<file path="src/rtl/imem_loader.sv">
// Boot loader: parses a framed little-endian byte stream into 32-bit instruction-memory
// writes, verifies an XOR checksum and holds the core in reset until a good load.
module imem_loader #(
  parameter int unsigned ADDR_W = 8,
  parameter logic [7:0]  MAGIC  = 8'hA5
) (
  input  logic              clk,
  input  logic              rst,
  input  logic              in_valid,
  input  logic [7:0]        in_data,
  output logic              in_ready,
  output logic              imem_we,
  output logic [ADDR_W-1:0] imem_addr,
  output logic [31:0]       imem_wdata,
  output logic              core_rst,
  output logic              load_done,
  output logic              load_error
);

  localparam logic [16:0] DEPTH = 17'd1 << ADDR_W;

  typedef enum logic [2:0] {
    StIdle, StCntLo, StCntHi, StData, StCsum, StDone, StErr
  } state_e;

  state_e      state_q, state_d;
  logic [15:0] cnt_q, cnt_d;
  logic [16:0] word_idx_q, word_idx_d;
  logic [1:0]  byte_idx_q, byte_idx_d;
  logic [7:0]  acc_q, acc_d;
  logic [23:0] asm_q, asm_d;  // lanes 0..2 of the word in progress; lane 3 comes from in_data
  logic              we_d;
  logic [ADDR_W-1:0] addr_d;
  logic [31:0]       wdata_d;
  logic              xfer;

  // The write cycle doubles as the mandatory bubble between words.
  assign in_ready   = ~imem_we;
  assign xfer       = in_valid & in_ready;
  assign core_rst   = (state_q != StDone);
  assign load_done  = (state_q == StDone);
  assign load_error = (state_q == StErr);

  always_comb begin
    state_d    = state_q;
    cnt_d      = cnt_q;
    word_idx_d = word_idx_q;
    byte_idx_d = byte_idx_q;
    acc_d      = acc_q;
    asm_d      = asm_q;
    we_d       = 1'b0;
    addr_d     = imem_addr;
    wdata_d    = imem_wdata;
    if (xfer) begin
      if ((in_data == MAGIC) && (state_q inside {StIdle, StDone, StErr})) begin
        state_d    = StCntLo;
        acc_d      = 8'h00;
        word_idx_d = 17'd0;
        byte_idx_d = 2'd0;
      end else begin
        case (state_q)
          StCntLo: begin
            cnt_d[7:0] = in_data;
            state_d    = StCntHi;
          end
          StCntHi: begin
            cnt_d[15:8] = in_data;
            if ({1'b0, in_data, cnt_q[7:0]} > DEPTH) begin
              state_d = StErr;
            end else if ({in_data, cnt_q[7:0]} == 16'd0) begin
              state_d = StCsum;
            end else begin
              state_d = StData;
            end
          end
          StData: begin
            acc_d      = acc_q ^ in_data;
            byte_idx_d = byte_idx_q + 2'd1;
            unique case (byte_idx_q)
              2'd0: asm_d[7:0]   = in_data;
              2'd1: asm_d[15:8]  = in_data;
              2'd2: asm_d[23:16] = in_data;
              2'd3: begin
                we_d       = 1'b1;
                addr_d     = word_idx_q[ADDR_W-1:0];
                wdata_d    = {in_data, asm_q};
                word_idx_d = word_idx_q + 17'd1;
                if (word_idx_q + 17'd1 == {1'b0, cnt_q}) begin
                  state_d = StCsum;
                end
              end
            endcase
          end
          StCsum:  state_d = (in_data == acc_q) ? StDone : StErr;
          default: ;
        endcase
      end
    end
  end

  always_ff @(posedge clk or posedge rst) begin
    if (rst) begin
      state_q    <= StIdle;
      cnt_q      <= 16'd0;
      word_idx_q <= 17'd0;
      byte_idx_q <= 2'd0;
      acc_q      <= 8'h00;
      asm_q      <= 24'd0;
      imem_we    <= 1'b0;
      imem_addr  <= '0;
      imem_wdata <= 32'd0;
    end else begin
      state_q    <= state_d;
      cnt_q      <= cnt_d;
      word_idx_q <= word_idx_d;
      byte_idx_q <= byte_idx_d;
      acc_q      <= acc_d;
      asm_q      <= asm_d;
      imem_we    <= we_d;
      imem_addr  <= addr_d;
      imem_wdata <= wdata_d;
    end
  end

endmodule

</file>
<file path="config.mk">
export PLATFORM = sky130hd
export DESIGN_NAME = imem_loader
export DESIGN_NICKNAME = d
export VERILOG_FILES = /design/src/rtl/imem_loader.sv
export SDC_FILE = /design/constraint.sdc
export NUM_CORES = 1
export LEC_CHECK = 0
export BUFFER_PORTS_ARGS = -buffer_cell sky130_fd_sc_hd__buf_2
export CAP_MARGIN = 20
export CORE_MARGIN = 5
export CORE_UTILIZATION = 40
export CTS_CLUSTER_SIZE = 28
export DETAILED_ROUTE_END_ITERATION = 10
export PLACE_DENSITY_LB_ADDON = 0.2
export REMOVE_ABC_BUFFERS = 1
export SYNTH_ARGS = -nofsm -noshare
export SYNTH_HDL_FRONTEND = slang
export SYNTH_SLANG_ARGS = --single-unit
</file>
<file path="constraint.sdc">
create_clock -name clk -period 4.5 [get_ports clk]
set_input_delay 1.125 -clock clk [delete_from_list [all_inputs] [get_ports clk]]
set_output_delay 1.125 -clock clk [all_outputs]
set_load 0.01 [all_outputs]
</file>
==> summary.txt, run 1 <==
Pwr
  • Worst vdd ir: 260 µV
  • Combinational share of power: 3.3%
  • Cell Int Power: 1.47 mW
  • Clock power frac: 44.1%
  • NetSw: 450 µW
  • Switching share of power: 23.4%
  • Design Power: 1.92 mW
  • Pwr per Cell Area: 319 nW/µm²
  • Leakage: 2.99 nW
  • Flop pwr share: 52.7%

CTS
  • Cts hold-fix bufs: 0
  • TritonCTS buffer count: 9
  • Deepest clock path buffer count: 2
  • Later-pin clock latency in the skew report: 0.36 ns
  • # Post-CTS Setup Buffers: 0
  • CTS tree: done
  • CTS H-Tree Depth: 3
  • Resized Gates After CTS: 0
  • CTS Root Cell: clkbuf_16
  • CTS Sinks: 111
  • Worst-path clk slew: 0.08 ns

Routing
  • Iter 0 DRT Violations: 242
  • Via Count: 3,859
  • Via density: 5.23
  • ANT nets after route: 0
  • Drc violations: 0
  • Drt total wl: 12.1 mm
  • Routed length per instance: 16.3 µm
  • DRT Pass-1 Iters: 4

Worst setup path
  • CP max FO: 17
  • Startpoint types: input pin
  • CP Capture Type: flip-flop
  • CP Class: input pin to flip-flop
  • CP required: 4.72 ns
  • Critical Path AT: 3.17 ns

Floorplanning
  • Starting density of the core: 40.3%
  • DIE AREA: 15,600 µm²
  • Row count: 42
  • Top Ports: 56
  • Die height: 125 µm
  • CORE AREA: 13,100 µm²
  • Die X: 125 µm

Synth
  • EDFF count, synth: 0
  • Synth cell types: 52
  • Post-synthesis compound-gate area fraction: 10.6%
  • Combinational family with the most area after synthesis: simple AND/OR/NAND/NOR gates
  • Count of state elements after synthesis: 111
  • Post-Syn Area: 5300 µm²
  • Synth Area in XOR/XNOR: 5.13%
  • Seq/Total Area, Yosys: 52.4%
  • Post-Synth Simple-Gate Area: 15.4%
  • Area share of fa/ha/maj cells after synthesis: 1.18%
  • Post-synthesis mux area share: 11.7%
  • Synth warn: 0
  • Synth Flop Type: dfrtp_1
  • Post-Syn Instances: 517
  • Avg Cell Area, Syn: 10.2 µm²
  • Asr flop ratio synth: 100%

Global routing
  • First-pass GRT wire length: 20.6 mm
  • Initial antenna violation count: 0
  • GR Overflow Total: 0
  • Tot GR Track Use: 16.1%
  • Largest net degree at the start of global routing: 66
  • Vias in the first global route: 3,935

STA
  • Post-route setup TNS: 0 ns
  • Hold Vio Cnt, Final: 0
  • Period utilization: 65.6%
  • Maximum clock rate: 339 MHz
  • Post-Route Hold Slack: 0.464 ns
  • Slew margin rel.: 38.9%
  • Slew Viols, Final: 0
  • Clk_skew: 0.0119 ns
  • Setup violators final: 0
  • RSZ-0062 raised after global routing: no
  • Fin crit period: 2.95 ns
  • Worst-margin pin slew: 0.916 ns

Finish
  • Storage cell area: 2780 µm²
  • Core Util, Final: 45.7%
  • FILL cells: 1,279
  • Diodes inserted: 0
  • P&R area growth vs syn: 13.5%
  • Finished Cell Area: 6010 µm²
  • Fraction of layout cells with a size suffix above 1: 24.9%
  • Nets@finish: 573
  • Multi-input logic area: 2330 µm²

Placed design
  • Post-Place Cell Area: 5700 µm²
  • Number of port buffers: 55
  • Final Wtd Congestion: 0.872
  • Dpl hpwl: 8.08 mm

Status
  • Status: finished, final reports clean

Hold path
  • Hold Path Class: flip-flop to flip-flop

Job
  • Max Cap Viol: 0
## state kept, by name (all words and copies together), names as in the netlist
signal      flops
imem_wdata     32
asm_q          24
word_idx_q     17
cnt_q          16
acc_q           8
imem_addr       8
state_q         3
byte_idx_q      2
imem_we         1
## power groups by stage
stage | clock, mW | combinational (mW) | sequential, mW
2_1_floorplan | 0 | 0.0354 | 1.03
3_3_place_gp | 0 | 0.0646 | 1.03
3_5_place_dp | 0 | 0.0663 | 1.03
4_1_cts | 0.873 | 0.0665 | 1.01
5_1_grt | 0.904 | 0.0733 | 1.01
6_report | 0.846 | 0.0632 | 1.01
## worst max-delay path: stages
cell and delay (ns):
buf_2 0.17, or4_4 0.58, nor4_1 0.38, a21o_1 0.13
nand2_1 0.34, o21ai_0 0.30, o21ai_0 0.13
## cells by family (layout without fill, tap and decap cells)
family / count (synthesis) / in the layout
buf+inv: 43 / 88
simple gates: 181 / 181
flops: 111 / 111
compound gates: 91 / 91
xor+xnor: 31 / 31
mux: 55 / 55
fa+ha+maj: 5 / 5
## per-stage QoR
stage               setup slack, ns  cells
floorplan                     0.376    485
global placement               1.25    722
detailed placement             1.19    722
CTS                            1.57    738
global route                   1.34    738
finish                         1.55    738
## layout by cell type, fill, tap and decap left out, types with 3 or more instances in the layout
master	count
o21ai_1	3
nor2b_1	4
buf_2	55
inv_6	3
nor2_1	24
nor3_1	5
buf_4	6
ha_1	5
nand4_1	6
xor2_1	14
and3_1	3
o31ai_1	6
a21oi_1	8
o21ai_0	44
mux2_2	55
nand3_1	10
a31oi_1	4
inv_1	10
dfrtp_1	111
clkbuf_16	9
xnor2_1	17
nand2b_1	4
nor4_1	9
nand2_1	103
## cell type report
type / instances / share of cell area [%]
Sequential cell: 111 / 46.2
Inverter: 11 / 0.729
Multi-Input combinational cell: 363 / 38.9
Tap cell: 176 / 3.66
Timing Repair Buffer: 61 / 5.33
Clock inverter: 6 / 1.39
Clock buffer: 10 / 3.81
## routing by layer
layer | global-route usage, % | wire length (µm) | vias up
li1 | - | - | 1875
met1 | 22.7 | 5780 | 1898
met2 | 25.2 | 5720 | 76
met3 | 4.05 | 442 | 10
met4 | 3.83 | 117 | 0
met5 | 0 | 0 | -
## synth_stat cells, drive strengths merged (3+ instances only)
cell type	number	area, µm²
clkbuf	20	77.6
ha	5	62.6
nor3	6	35.0
xor2	14	123
nand4	6	37.5
nor4	9	56.3
xnor2	17	149
mux2	55	619
a31oi	4	25.0
inv	11	41.3
a21oi	8	40.0
nor2b	4	25.0
nand2b	4	25.0
o31ai	6	45.0
nand3	10	50.1
o21ai	47	235
nor2	24	90.1
and3	3	18.8
nand2	104	390
or4	4	37.5
dfrtp	111	2780
buf	12	67.6
## path summary, 6_finish.rpt
kind,startpoint,to,slack [ns],depth (start not counted)
min in group asynchronous,rst,word_idx_q[13],0.93,2
worst min-delay path,asm_q[2],imem_wdata[2],0.46,2
worst max-delay path,in_data[1],word_idx_q[10],1.55,7
worst min register to register,asm_q[2],imem_wdata[2],0.46,2
max in group asynchronous,rst,word_idx_q[9],2.71,3
worst max register to register,word_idx_q[0],state_q[0],1.64,7
Note: power is estimated with default switching activity, not from simulation.
==> run 2: changes to the inputs <==
==> constraint.sdc (replaced) <==
create_clock -name clk -period 3 [get_ports clk]
set_input_delay 0.75 -clock clk [delete_from_list [all_inputs] [get_ports clk]]
set_output_delay 0.75 -clock clk [all_outputs]
set_load 0.01 [all_outputs]
==> run 2 against run 1 <==
Compared with the run above:
- via count increased by 1.3%
- cell count increased by 1.4%
- worst hold slack improved by 0.0036 ns
- sequential power increased by 50%
- first-iteration DRC count increased by 23%
- routed wire length increased by 0.80%
- critical endpoint is now state_q[0]
- largest power group unchanged
==> summary.txt, run 2 (synthesized netlist as in run 1, its figures left out) <==
Status
  • Status: finished, final reports clean (unchanged)

Finish
  • Most flop-heavy register: imem_wdata (unchanged)
  • Multi-input logic area: 2330 µm² (unchanged)
  • Storage cell area: 2780 µm² (unchanged)
  • Top flop regs: imem_wdata: 32 flops, asm_q: 24 flops, word_idx_q: 17 flops (unchanged)
  • Diodes inserted: 0 (unchanged)
  • P&R area growth vs syn: 15.2% (was 13.5%)
  • Nets@finish: 583 (was 573)
  • Fraction of layout cells with a size suffix above 1: 26.4% (was 24.9%)
  • FILL cells: 1,260 (was 1,279)
  • Max reg flops: 32 (unchanged)
  • Layout Cells excl Fill: 748 (was 738)
  • Core Util, Final: 46.4% (was 45.7%)
  • Most frequent cells in the layout: dfrtp_1 (111), nand2_1 (103), mux2_2 (55), buf_2 (55), o21ai_0 (44) (unchanged)
  • Most common cell after layout, fill and taps aside: dfrtp_1 (unchanged)

Floorplanning
  • DIE AREA: 15,600 µm² (unchanged)
  • CORE AREA: 13,100 µm² (unchanged)
  • Top Ports: 56 (unchanged)
  • Starting density of the core: 40.3% (unchanged)
  • Row count: 42 (unchanged)
  • Die X: 125 µm (unchanged)
  • Die height: 125 µm (unchanged)

Pwr
  • Clock power frac: 43.4% (was 44.1%)
  • Switching share of power: 23.0% (was 23.4%)
  • Pwr per Cell Area: 469 nW/µm² (was 319 nW/µm²)
  • NetSw: 657 µW (was 450 µW)
  • Cell Int Power: 2.20 mW (was 1.47 mW)
  • Worst vdd ir: 328 µV (was 260 µV)
  • Leakage: 3.04 nW (was 2.99 nW)
  • Combinational share of power: 3.5% (was 3.3%)
  • Flop pwr share: 53.0% (was 52.7%)

Hold path
  • Hold worst-path end: imem_wdata[13] (was imem_wdata[2])
  • Hold depth: 2 (unchanged)
  • HP Start: asm_q[13] (was asm_q[2])
  • Hold Path Class: flip-flop to flip-flop (unchanged)

STA
  • Worst-margin pin slew: 0.652 ns (was 0.916 ns)
  • Period utilization: 87.6%
  • Slew margin rel.: 56.5% (was 38.9%)
  • Post-route setup TNS: 0 ns (unchanged)
  • Slew Viols, Final: 0 (unchanged)
  • Setup violators final: 0 (unchanged)
  • RSZ-0062 raised after global routing: no (unchanged)
  • Clk_skew: 0.0140 ns (was 0.0119 ns)
  • Hold Vio Cnt, Final: 0 (unchanged)
  • Fin crit period: 2.63 ns
  • Post-Route Hold Slack: 0.467 ns (was 0.464 ns)
  • Maximum clock rate: 381 MHz

Global routing
  • Tot GR Track Use: 16.1% (about the same)
  • Initial antenna violation count: 0 (unchanged)
  • GR Overflow Total: 0 (unchanged)
  • First-pass GRT wire length: 20.4 mm (was 20.6 mm)
  • Largest net degree at the start of global routing: 53 (was 66)
  • Vias in the first global route: 3,818 (was 3,935)

Routing
  • DRT Pass-1 Iters: 4 (unchanged)
  • Routed length per instance: 16.3 µm (about the same)
  • Drc violations: 0 (unchanged)
  • ANT nets after route: 0 (unchanged)
  • Drt total wl: 12.2 mm (was 12.1 mm)
  • Iter 0 DRT Violations: 297 (was 242)
  • Via density: 5.22 (was 5.23)
  • Via Count: 3,908 (was 3,859)

Placed design
  • Cell Count Post-Placement: 732 (was 722)
  • Final Wtd Congestion: 0.848 (was 0.872)
  • Number of port buffers: 55 (unchanged)
  • Dpl hpwl: 8.32 mm (was 8.08 mm)

Worst setup path
  • CP cell instances: ha_1 > nand3_1 > nor3_1 > xnor2_1 > a2111oi_0 > and4_1 > o22ai_1 (was buf_2 > or4_4 > nor4_1 > a21o_1 > nand2_1 > o21ai_0 > o21ai_0)
  • R2R Path Start: word_idx_q[1] (was word_idx_q[0])
  • Slowest cell on crit path: nor3_1 (was or4_4)
  • Critical Path AT: 2.87 ns (was 3.17 ns)
  • Critical path depth: 7 (unchanged)
  • CP Capture Type: flip-flop (unchanged)
  • CP delay by family, top: simple AND/OR/NAND/NOR gates (unchanged)
  • CP max FO: 10 (was 17)
  • CP required: 3.24 ns (was 4.72 ns)
  • WP buf/inv: 0 (was 1)
  • R2R setup slack: 0.37 ns (was 1.64 ns)
  • CP Class: flip-flop to flip-flop (was input pin to flip-flop)
  • Worst R2R Path Depth: 7 (unchanged)
  • Reg2reg end: state_q[0] (unchanged)
  • Startpoint types: flip-flop (was input pin)
  • Slowest stage delay, CP: 0.51 ns (was 0.58 ns)

CTS
  • CTS H-Tree Depth: 3 (unchanged)
  • # Post-CTS Setup Buffers: 0 (unchanged)
  • Cts hold-fix bufs: 0 (unchanged)
  • TritonCTS buffer count: 9 (unchanged)
  • CTS Root Cell: clkbuf_16 (unchanged)
  • Worst-path clk slew: 0.07 ns (was 0.08 ns)
  • Resized Gates After CTS: 0 (unchanged)
  • Later-pin clock latency in the skew report: 0.36 ns (about the same)
  • CTS Sinks: 111 (unchanged)
  • Deepest clock path buffer count: 2 (unchanged)
  • CTS tree: done (unchanged)

Job
  • Max Cap Viol: 0 (unchanged)
==> run 2: cell count changes in the layout (fill, tap and decap cells not counted) <==
cell	previous run	this run
clkbuf_1	1	0
inv_6	3	1
clkinvlp_4	0	2
buf_4	6	15
buf_12	0	1
clkinv_4	0	1
==> run 2: area by class of cell <==
type / instances / share of cell area, %
tap: 176 / 3.61
clock buffer: 9 / 3.69
inverter: 11 / 0.718
timing repair buffer: 71 / 6.69
clock inverter: 7 / 1.48
multi-input combinational: 363 / 38.3
sequential: 111 / 45.5
==> run 2: through the flow <==
step	total power [mW]	setup WS (ns)	area (µm²)
global route	2.99	0.178	6100
global placement	1.65	0.264	5780
finish	2.86	0.372	6100
floorplan	1.60	-0.749	5150
CTS	2.91	0.372	6100
detailed placement	1.65	0.192	5780
==> run 2: layer usage <==
layer	vias to the layer above	share of wire [%]	global-route usage [%]
li1	1888	-	-
met1	1929	48	22.4
met2	80	48	25.6
met3	11	3.1	3.37
met4	0	1.2	4.78
met5	-	0	0
==> run 2: worst max-delay path by stage <==
stage	startpoint	end	slack, ns
6_report	word_idx_q[1]	state_q[0]	0.37
5_1_grt	word_idx_q[1]	state_q[0]	0.18
4_1_cts	word_idx_q[1]	state_q[0]	0.37
3_5_place_dp	in_data[1]	acc_q[2]	0.19
3_3_place_gp	in_data[1]	acc_q[5]	0.26
2_1_floorplan	in_valid	imem_addr[0]	-0.75
==> run 2: worst min-delay path: stages, from the launching register on <==
cell	delay, ns
dfrtp_1	0.34
nand2_1	0.05
nand2_1	0.05
==> run 2: power groups by stage <==
stage	Sequential, mW	Combinational (mW)	Clock, mW
after floorplan	1.54	0.0531	0
after global placement	1.55	0.104	0
after detailed placement	1.55	0.106	0
after CTS	1.52	0.106	1.29
after global routing	1.52	0.117	1.36
final	1.52	0.102	1.24
